--- config.mk ---
export PLATFORM = sky130hd
export DESIGN_NAME = decode_stage
export DESIGN_NICKNAME = d
export VERILOG_FILES = /design/src/rtl/decode_pkg.sv /design/src/rtl/scoreboard.sv /design/src/rtl/decode_stage.sv
export SDC_FILE = /design/constraint.sdc
export NUM_CORES = 1
export LEC_CHECK = 0
export ABC_AREA = 1
export CAP_MARGIN = 20
export CORE_ASPECT_RATIO = 1.75
export CORE_UTILIZATION = 30
export DETAILED_ROUTE_END_ITERATION = 10
export PLACE_DENSITY = 0.54
export REMOVE_ABC_BUFFERS = 1
export SLEW_MARGIN = 5
export SYNTH_ARGS = -nofsm -noshare
export SYNTH_HDL_FRONTEND = slang
export SYNTH_SLANG_ARGS = --single-unit
--- constraint.sdc ---
create_clock -name I_CLOCK -period 3.95 [get_ports I_CLOCK]
set_clock_uncertainty 0.15 [all_clocks]
set_input_delay 0.79 -clock I_CLOCK [delete_from_list [all_inputs] [get_ports I_CLOCK]]
set_output_delay 0.79 -clock I_CLOCK [all_outputs]
set_load 0.05 [all_outputs]
--- src/rtl/decode_pkg.sv ---
`default_nettype none
// ============================================================================
//  Module      : decode_pkg
//  Description : Shared opcodes, IR field positions, branch FSM states and
//                the per-opcode flag decode for the decode stage.
//  Revision    : 1.0  initial release
// ============================================================================

`ifndef PC_WIDTH
`define PC_WIDTH 32
`endif
`ifndef IR_WIDTH
`define IR_WIDTH 32
`endif

package decode_pkg;

    localparam logic [7:0] OP_NOP  = 8'hFF;
    localparam logic [7:0] OP_ADD  = 8'h00;
    localparam logic [7:0] OP_ADDI = 8'h01;
    localparam logic [7:0] OP_BRZ  = 8'h20;

    localparam int c_OPCODE_LSB = 24;
    localparam int c_DEST_LSB   = 20;
    localparam int c_SRC1_LSB   = 16;
    localparam int c_SRC2_LSB   = 8;
    localparam int c_IMM_LSB    = 0;

    typedef struct packed {
        logic uses_src1;
        logic uses_src2;
        logic writes_dest;
        logic is_branch;
    } op_flags_t;

    typedef enum logic [0:0] {
        ST_IDLE    = 1'b0,
        ST_BR_WAIT = 1'b1
    } br_state_t;

    // Unknown opcodes decode like NOP so they never touch the scoreboard.
    function automatic op_flags_t decode_flags(input logic [7:0] opcode);
        op_flags_t f;
        f = '0;
        case (opcode)
            OP_ADD:  begin f.uses_src1 = 1'b1; f.uses_src2 = 1'b1; f.writes_dest = 1'b1; end
            OP_ADDI: begin f.uses_src1 = 1'b1; f.writes_dest = 1'b1; end
            OP_BRZ:  begin f.uses_src1 = 1'b1; f.is_branch = 1'b1; end
            default: f = '0;
        endcase
        return f;
    endfunction

endpackage

`default_nettype wire

--- src/rtl/scoreboard.sv ---
`default_nettype none
// ============================================================================
//  Module      : scoreboard
//  Description : Per-register pending-write counters and hazard detection.
//                Build option DECODE_WB_BYPASS_EN clears a hazard on a source
//                whose last outstanding write is being written back now.
//  Revision    : 1.0  initial release
// ============================================================================

module scoreboard
    import decode_pkg::*;
#(
    parameter int NUM_REGS     = 16,
    parameter int SB_CNT_WIDTH = 2,
    parameter int REG_W        = $clog2(NUM_REGS)
) (
    input  logic             clk,
    input  logic             rst,
    input  logic             i_lock,
    input  logic             i_fe_valid,
    input  logic             i_uses_src1,
    input  logic             i_uses_src2,
    input  logic             i_writes_dest,
    input  logic [REG_W-1:0] i_src1,
    input  logic [REG_W-1:0] i_src2,
    input  logic [REG_W-1:0] i_dest,
    input  logic             i_issue,
    input  logic             i_wb_valid,
    input  logic [REG_W-1:0] i_wb_dest,
    output logic             o_hazard
);

    localparam logic [SB_CNT_WIDTH-1:0] c_CNT_ONE = SB_CNT_WIDTH'(1);
    localparam logic [SB_CNT_WIDTH-1:0] c_CNT_MAX = '1;

    logic [SB_CNT_WIDTH-1:0] r_cnt [NUM_REGS];
    logic [NUM_REGS-1:0]     w_inc;
    logic [NUM_REGS-1:0]     w_dec;
    logic                    w_busy1;
    logic                    w_busy2;

    always_comb begin
        w_inc = '0;
        w_dec = '0;
        for (int i = 0; i < NUM_REGS; i++) begin
            w_inc[i] = i_issue && i_writes_dest && (i_dest == REG_W'(i));
            w_dec[i] = i_wb_valid && (i_wb_dest == REG_W'(i));
        end
    end

    // Issue and writeback to the same register cancel; a stray writeback at
    // zero is dropped instead of wrapping.
    always_ff @(negedge clk) begin
        if (rst) begin
            for (int i = 0; i < NUM_REGS; i++) r_cnt[i] <= '0;
        end else if (i_lock) begin
            for (int i = 0; i < NUM_REGS; i++) begin
                if (w_inc[i] && !w_dec[i])
                    r_cnt[i] <= r_cnt[i] + c_CNT_ONE;
                else if (w_dec[i] && !w_inc[i] && (r_cnt[i] != '0))
                    r_cnt[i] <= r_cnt[i] - c_CNT_ONE;
            end
        end
    end

    always_comb begin
        w_busy1 = (r_cnt[i_src1] != '0);
        w_busy2 = (r_cnt[i_src2] != '0);
`ifdef DECODE_WB_BYPASS_EN
        if (i_wb_valid && (i_wb_dest == i_src1) && (r_cnt[i_src1] == c_CNT_ONE)) w_busy1 = 1'b0;
        if (i_wb_valid && (i_wb_dest == i_src2) && (r_cnt[i_src2] == c_CNT_ONE)) w_busy2 = 1'b0;
`endif
    end

    assign o_hazard = i_fe_valid &&
                      ((i_uses_src1 && w_busy1) ||
                       (i_uses_src2 && w_busy2) ||
                       (i_writes_dest && (r_cnt[i_dest] == c_CNT_MAX)));

endmodule

`default_nettype wire

--- src/rtl/decode_stage.sv ---
`default_nettype none
// ============================================================================
//  Module      : decode_stage
//  Description : Decode stage: register file, scoreboard, branch FSM and the
//                Execute-facing output latch. Build option DECODE_WB_BYPASS_EN
//                forwards same-cycle writeback data into the operands.
//  Revision    : 1.0  initial release
// ============================================================================

module decode_stage
    import decode_pkg::*;
#(
    parameter int NUM_REGS     = 16,
    parameter int DATA_WIDTH   = 16,
    parameter int SB_CNT_WIDTH = 2
) (
    input  logic                  I_CLOCK,
    input  logic                  I_RESET,
    input  logic                  I_LOCK,
    input  logic [`PC_WIDTH-1:0]  I_PC,
    input  logic [`IR_WIDTH-1:0]  I_IR,
    input  logic                  I_FE_Valid,
    input  logic                  I_BranchAddrSelect,
    input  logic                  I_GPUStallSignal,
    input  logic                  I_WBValid,
    input  logic [3:0]            I_WBDestReg,
    input  logic [DATA_WIDTH-1:0] I_WBData,
    output logic                  O_DepStallSignal,
    output logic                  O_BranchStallSignal,
    output logic                  O_DE_Valid,
    output logic [`PC_WIDTH-1:0]  O_PC,
    output logic [7:0]            O_Opcode,
    output logic [3:0]            O_DestReg,
    output logic [DATA_WIDTH-1:0] O_Src1Value,
    output logic [DATA_WIDTH-1:0] O_Src2Value,
    output logic [DATA_WIDTH-1:0] O_Imm
);

    logic [7:0]            w_opcode;
    logic [3:0]            w_dest;
    logic [3:0]            w_src1;
    logic [3:0]            w_src2;
    logic [DATA_WIDTH-1:0] w_imm;
    op_flags_t             w_flags;
    logic                  w_hazard;
    logic                  w_issue;
    logic [DATA_WIDTH-1:0] w_src1_val;
    logic [DATA_WIDTH-1:0] w_src2_val;
    br_state_t             r_state;
    br_state_t             w_state_next;
    logic [DATA_WIDTH-1:0] r_regs [NUM_REGS];

    assign w_opcode = I_IR[c_OPCODE_LSB +: 8];
    assign w_dest   = I_IR[c_DEST_LSB +: 4];
    assign w_src1   = I_IR[c_SRC1_LSB +: 4];
    assign w_src2   = I_IR[c_SRC2_LSB +: 4];
    assign w_imm    = DATA_WIDTH'(I_IR[c_IMM_LSB +: 16]);
    assign w_flags  = decode_flags(w_opcode);

    scoreboard #(
        .NUM_REGS     (NUM_REGS),
        .SB_CNT_WIDTH (SB_CNT_WIDTH),
        .REG_W        (4)
    ) u_scoreboard (
        .clk           (I_CLOCK),
        .rst           (I_RESET),
        .i_lock        (I_LOCK),
        .i_fe_valid    (I_FE_Valid),
        .i_uses_src1   (w_flags.uses_src1),
        .i_uses_src2   (w_flags.uses_src2),
        .i_writes_dest (w_flags.writes_dest),
        .i_src1        (w_src1),
        .i_src2        (w_src2),
        .i_dest        (w_dest),
        .i_issue       (w_issue),
        .i_wb_valid    (I_WBValid),
        .i_wb_dest     (I_WBDestReg),
        .o_hazard      (w_hazard)
    );

    assign O_DepStallSignal    = I_LOCK && (w_hazard || I_GPUStallSignal);
    assign w_issue             = I_LOCK && I_FE_Valid && !O_DepStallSignal && (r_state == ST_IDLE);
    assign O_BranchStallSignal = (r_state == ST_BR_WAIT);

    always_comb begin
        w_src1_val = r_regs[w_src1];
        w_src2_val = r_regs[w_src2];
`ifdef DECODE_WB_BYPASS_EN
        if (I_WBValid && (I_WBDestReg == w_src1)) w_src1_val = I_WBData;
        if (I_WBValid && (I_WBDestReg == w_src2)) w_src2_val = I_WBData;
`endif
    end

    always_ff @(negedge I_CLOCK) begin
        if (I_RESET) begin
            for (int i = 0; i < NUM_REGS; i++) r_regs[i] <= '0;
        end else if (I_LOCK && I_WBValid) begin
            r_regs[I_WBDestReg] <= I_WBData;
        end
    end

    always_ff @(negedge I_CLOCK) begin
        if (I_RESET)     r_state <= ST_IDLE;
        else if (I_LOCK) r_state <= w_state_next;
    end

    // The instruction seen on the redirect cycle is dropped: no issue in BR_WAIT.
    always_comb begin
        w_state_next = r_state;
        case (r_state)
            ST_IDLE:    if (w_issue && w_flags.is_branch) w_state_next = ST_BR_WAIT;
            ST_BR_WAIT: if (I_BranchAddrSelect)          w_state_next = ST_IDLE;
            default:    w_state_next = ST_IDLE;
        endcase
    end

    // Bubbles only rewrite valid and opcode; the remaining fields are don't-care.
    always_ff @(negedge I_CLOCK) begin
        if (I_RESET) begin
            O_DE_Valid  <= 1'b0;
            O_PC        <= '0;
            O_Opcode    <= OP_NOP;
            O_DestReg   <= '0;
            O_Src1Value <= '0;
            O_Src2Value <= '0;
            O_Imm       <= '0;
        end else if (I_LOCK && !I_GPUStallSignal) begin
            if (w_issue) begin
                O_DE_Valid  <= 1'b1;
                O_PC        <= I_PC;
                O_Opcode    <= w_opcode;
                O_DestReg   <= w_dest;
                O_Src1Value <= w_src1_val;
                O_Src2Value <= w_src2_val;
                O_Imm       <= w_imm;
            end else begin
                O_DE_Valid  <= 1'b0;
                O_Opcode    <= OP_NOP;
            end
        end
    end

endmodule

`default_nettype wire

==> run_results.csv <==
group,metric,value,unit
route,vias,20960,
sta,rsz0062_at_grt,"true",
power_and_ir_drop,sequentialPowerShare,39.6,%
critical_path,crit_path_end_kind,"output port",
global_routing,grt_use_total,22.24,%
critical_path,max_stage_delay,470,ps
synth,synth_area_per_cell,8.031,µm²
route,routedWlPerCell,18.61,µm
synth,ys_async_sr_fraction,0,%
critical_path,crit_fanout,4,
run,maxCapViolCount,0,
critical_path,r2r_start,"u_scoreboard.r_cnt[1][0]",
power_and_ir_drop,p_sw_share,33.22,%
cells_and_area,seq_area,0.01053,mm²
sta,setup_violations,401,
critical_path,cp.arrival,4250,ps
route,ant_nets,0,
cells_and_area,mostFrequentLayoutCells,"inv_1, nor2_1, nand2_1",
die,ios,186,
critical_path,cp-start-kind,"flop",
power_and_ir_drop,p_leak,13.28,nW
route,drcViolationCount,0,
route,drtIter0Drc,1618,
critical_path,crit_required,3010,ps
synth,synth_enable_flop_cells,288,
power_and_ir_drop,vdd_drop_max,0.2867,mV
synth,synth_seq_cells,382,
clocking,insertion_delay,650,ps
cells_and_area,area_growth,46.43,%
place,gp_congestion,0.9216,
critical_path,cp_slowest_cell,"edfxtp_1",
sta,slew_viol_final,0,
critical_path,critPathTopFamily,"simple AND/OR/NAND/NOR gates",
cells_and_area,n_fill_cell,6595,
critical_path,cp_num_buf_inv,2,
power_and_ir_drop,combPwrFrac,15.0,%
sta,finalHoldViolations,0,
critical_path,ff2ff_path_depth,19,
place,io_buffers,185,
power_and_ir_drop,p_sw,3.937,mW
clocking,numCtsBuffers,42,
synth,synth_flop_cell,"edfxtp_1",
die,die_w,197.6,µm
clocking,hold_buffers,0,
sta,worst_slack,-1242,ps
cells_and_area,drive_above_1_share,19.30,%
critical_path,r2r_slack,1070,ps
global_routing,grt_first_pass_wirelength,115800,µm
place,dp.cells,3632,
die,die_area,0.06801,mm²
synth,yosys_warnings,0,
clocking,cts.sinks,382,
worst_hold_path,hold_class,"reg -> reg",
clocking,cts_buffer_depth,3,
die,die_h,344.2,µm
cells_and_area,multi_input_comb_area,0.008454,mm²
global_routing,grt_pass1_vias,22010,
power_and_ir_drop,p_int,7.914,mW
sta,relSlewSlack,61.39,%
global_routing,antenna_found_initial,0,
clocking,cts_root_buffer,"clkbuf_16",
die,start_util,30.28,%
cells_and_area,layout.nets,3300,
worst_hold_path,min_to,"O_PC[13]",
die,coreArea,0.06631,mm²
run_status,violations,"negative setup slack",
route,vias_per_cell,5.085,
die,std_cell_rows,125,
clocking,cts_tree,"done",
cells_and_area,antennaDiodeCount,0,
synth,syn_inst,2500,
synth,synth_cell_type_count,36,
cells_and_area,layout.cells.non_filler,4122,
clocking,clk_pin_slew,30,ps
global_routing,grt_max_degree,100,
place,post-dp-hpwl,51650,µm
run_status,outcome,"finished with violations",
sta,tightest_slew,577.0,ps
power_and_ir_drop,power,11.85,mW
synth,yosysSeqAreaShare,52.45,%
critical_path,worstPathCellList,"o21ai_2, nand3_2, nand2_4, nand2_2, nand2_2, nand2_2, nand3_2, nand3_2, nand2_2, buf_6, nand2_4, buf_8",
power_and_ir_drop,p_clk_share,45.3,%
clocking,h-tree-depth,2,
critical_path,r2r-end,"u_scoreboard.r_cnt[3][1]",
critical_path,crit_top_cell,"nand2_2",
worst_hold_path,hold_depth,2,
global_routing,gr-total-overflow,0,
critical_path,path_class,"reg -> out",
route,drt_wl_total,76720,µm
synth,syn_area,0.02008,mm²
worst_hold_path,hp-start,"O_PC[13]",
route,dr.pass1.iters,5,
cells_and_area,final_common_cell,"inv_1",
power_and_ir_drop,pwr_density_cell,403.1,mW/mm²
[cells by family after synthesis]
family,count (synthesis),synth area share [%]
XOR/XNOR,2,0.08726
flip-flops,382,52.45
buffers and inverters,411,8.413
adder cells (fa/ha/maj),1,0.06231
AO/OA/AOI/OAI,701,18.97
AND/OR/NAND/NOR,1003,20.02
[cell usage after synthesis, types with 14 or more instances]
library cell	n	share of area (%)
dfxtp_1	94	9.4
clkbuf_1	133	2.5
o211ai_1	52	1.9
inv_1	206	3.9
o21ai_0	334	8.3
a21oi_1	213	5.3
a31oi_1	28	0.87
nand3_1	99	2.5
o22ai_1	42	1.3
clkinv_1	14	0.26
buf_2	22	0.55
nor2_1	480	9.0
edfxtp_1	288	43
nand2_1	382	7.1
[per-stage QoR]
stage / setup WS [ps] / utilization (%) / hold WS, ps / cell area [µm²] / setup TNS [ps]
6_report: -1242 / 44.34 / 347.1 / 29400 / -84080
5_1_grt: -1335 / 44.34 / 364.6 / 29400 / -115810
4_1_cts: -1233 / 43.82 / 348.7 / 29060 / -101490
3_5_place_dp: -1552 / 38.52 / 343.7 / 25540 / -663540
3_3_place_gp: -1517 / 38.52 / 340.3 / 25540 / -649020
2_1_floorplan: -2526 / - / 406.9 / 19240 / -707380
[power by group through the flow]
stage	Clock, mW	Sequential (mW)	Combinational, mW
global route	5.93	4.71	1.91
floorplan	0.576	4.85	0.567
detailed placement	0.576	4.74	1.70
global placement	0.576	4.73	1.68
finish	5.37	4.69	1.78
CTS	5.53	4.69	1.75
[worst register-to-register path, stage by stage (launching register included)]
cell and delay [ps]:
edfxtp_1 470, o21ai_2 220, nand3_2 130, nand2_4 100
nand2_2 50, nand2_2 90, nand2_2 60, nand3_2 70
nand3_2 80, nand2_2 80, buf_4 100, buf_4 90
buf_6 80, nand4_4 160, buf_12 220, buf_12 130
o21ai_4 180, nand2_1 80, nand2_1 60, inv_1 40
[how the worst max path moves through the flow]
stage                                           end                       from  slack [ps]  cells after the start
after floorplan                           O_Imm[10]                   I_IR[18]       -2530                     10
after global placement     u_scoreboard.r_cnt[5][1]                   I_IR[21]       -1520                     17
after detailed placement  u_scoreboard.r_cnt[15][1]                   I_IR[21]       -1550                     16
after CTS                          O_DepStallSignal  u_scoreboard.r_cnt[15][1]       -1230                     13
after global routing               O_DepStallSignal   u_scoreboard.r_cnt[3][1]       -1340                     12
final                              O_DepStallSignal   u_scoreboard.r_cnt[1][0]       -1240                     12
[flip-flops by register name, summed over array words and instances, names as in the netlist]
signal,count
O_Opcode,8
O_DestReg,4
O_BranchStallSignal,1
O_DE_Valid,1
O_Src1Value,16
O_Imm,16
r_regs,256
O_PC,32
O_Src2Value,16
u_scoreboard.r_cnt,32
[metal layers]
layer | global-route usage [%] | part of all wire (%) | vias to the layer above
met2 | 40.05 | 53 | 919
met4 | 17.88 | 6.6 | 0
met3 | 5.104 | 6.4 | 258
met5 | 0 | 0 | -
met1 | 21.65 | 34 | 9927
li1 | - | - | 9857
[area by class of cell]
| type | instances | area share (%) |
|---|---|---|
| inverter | 226 | 3.060 |
| clock buffer | 43 | 3.660 |
| tap | 889 | 3.783 |
| clock inverter | 408 | 5.609 |
| timing repair buffer | 467 | 19.32 |
| sequential | 382 | 35.82 |
| multi-input combinational | 1707 | 28.76 |
[what timing repair did]
item                       in CTS  in global routing
gates resized for setup       206                 99
cloned                          4                  0
buffers inserted               30                 12
pin swaps                      30                 37
setup endpoints to repair     759                747
Note: power is estimated with default switching activity, not from simulation.
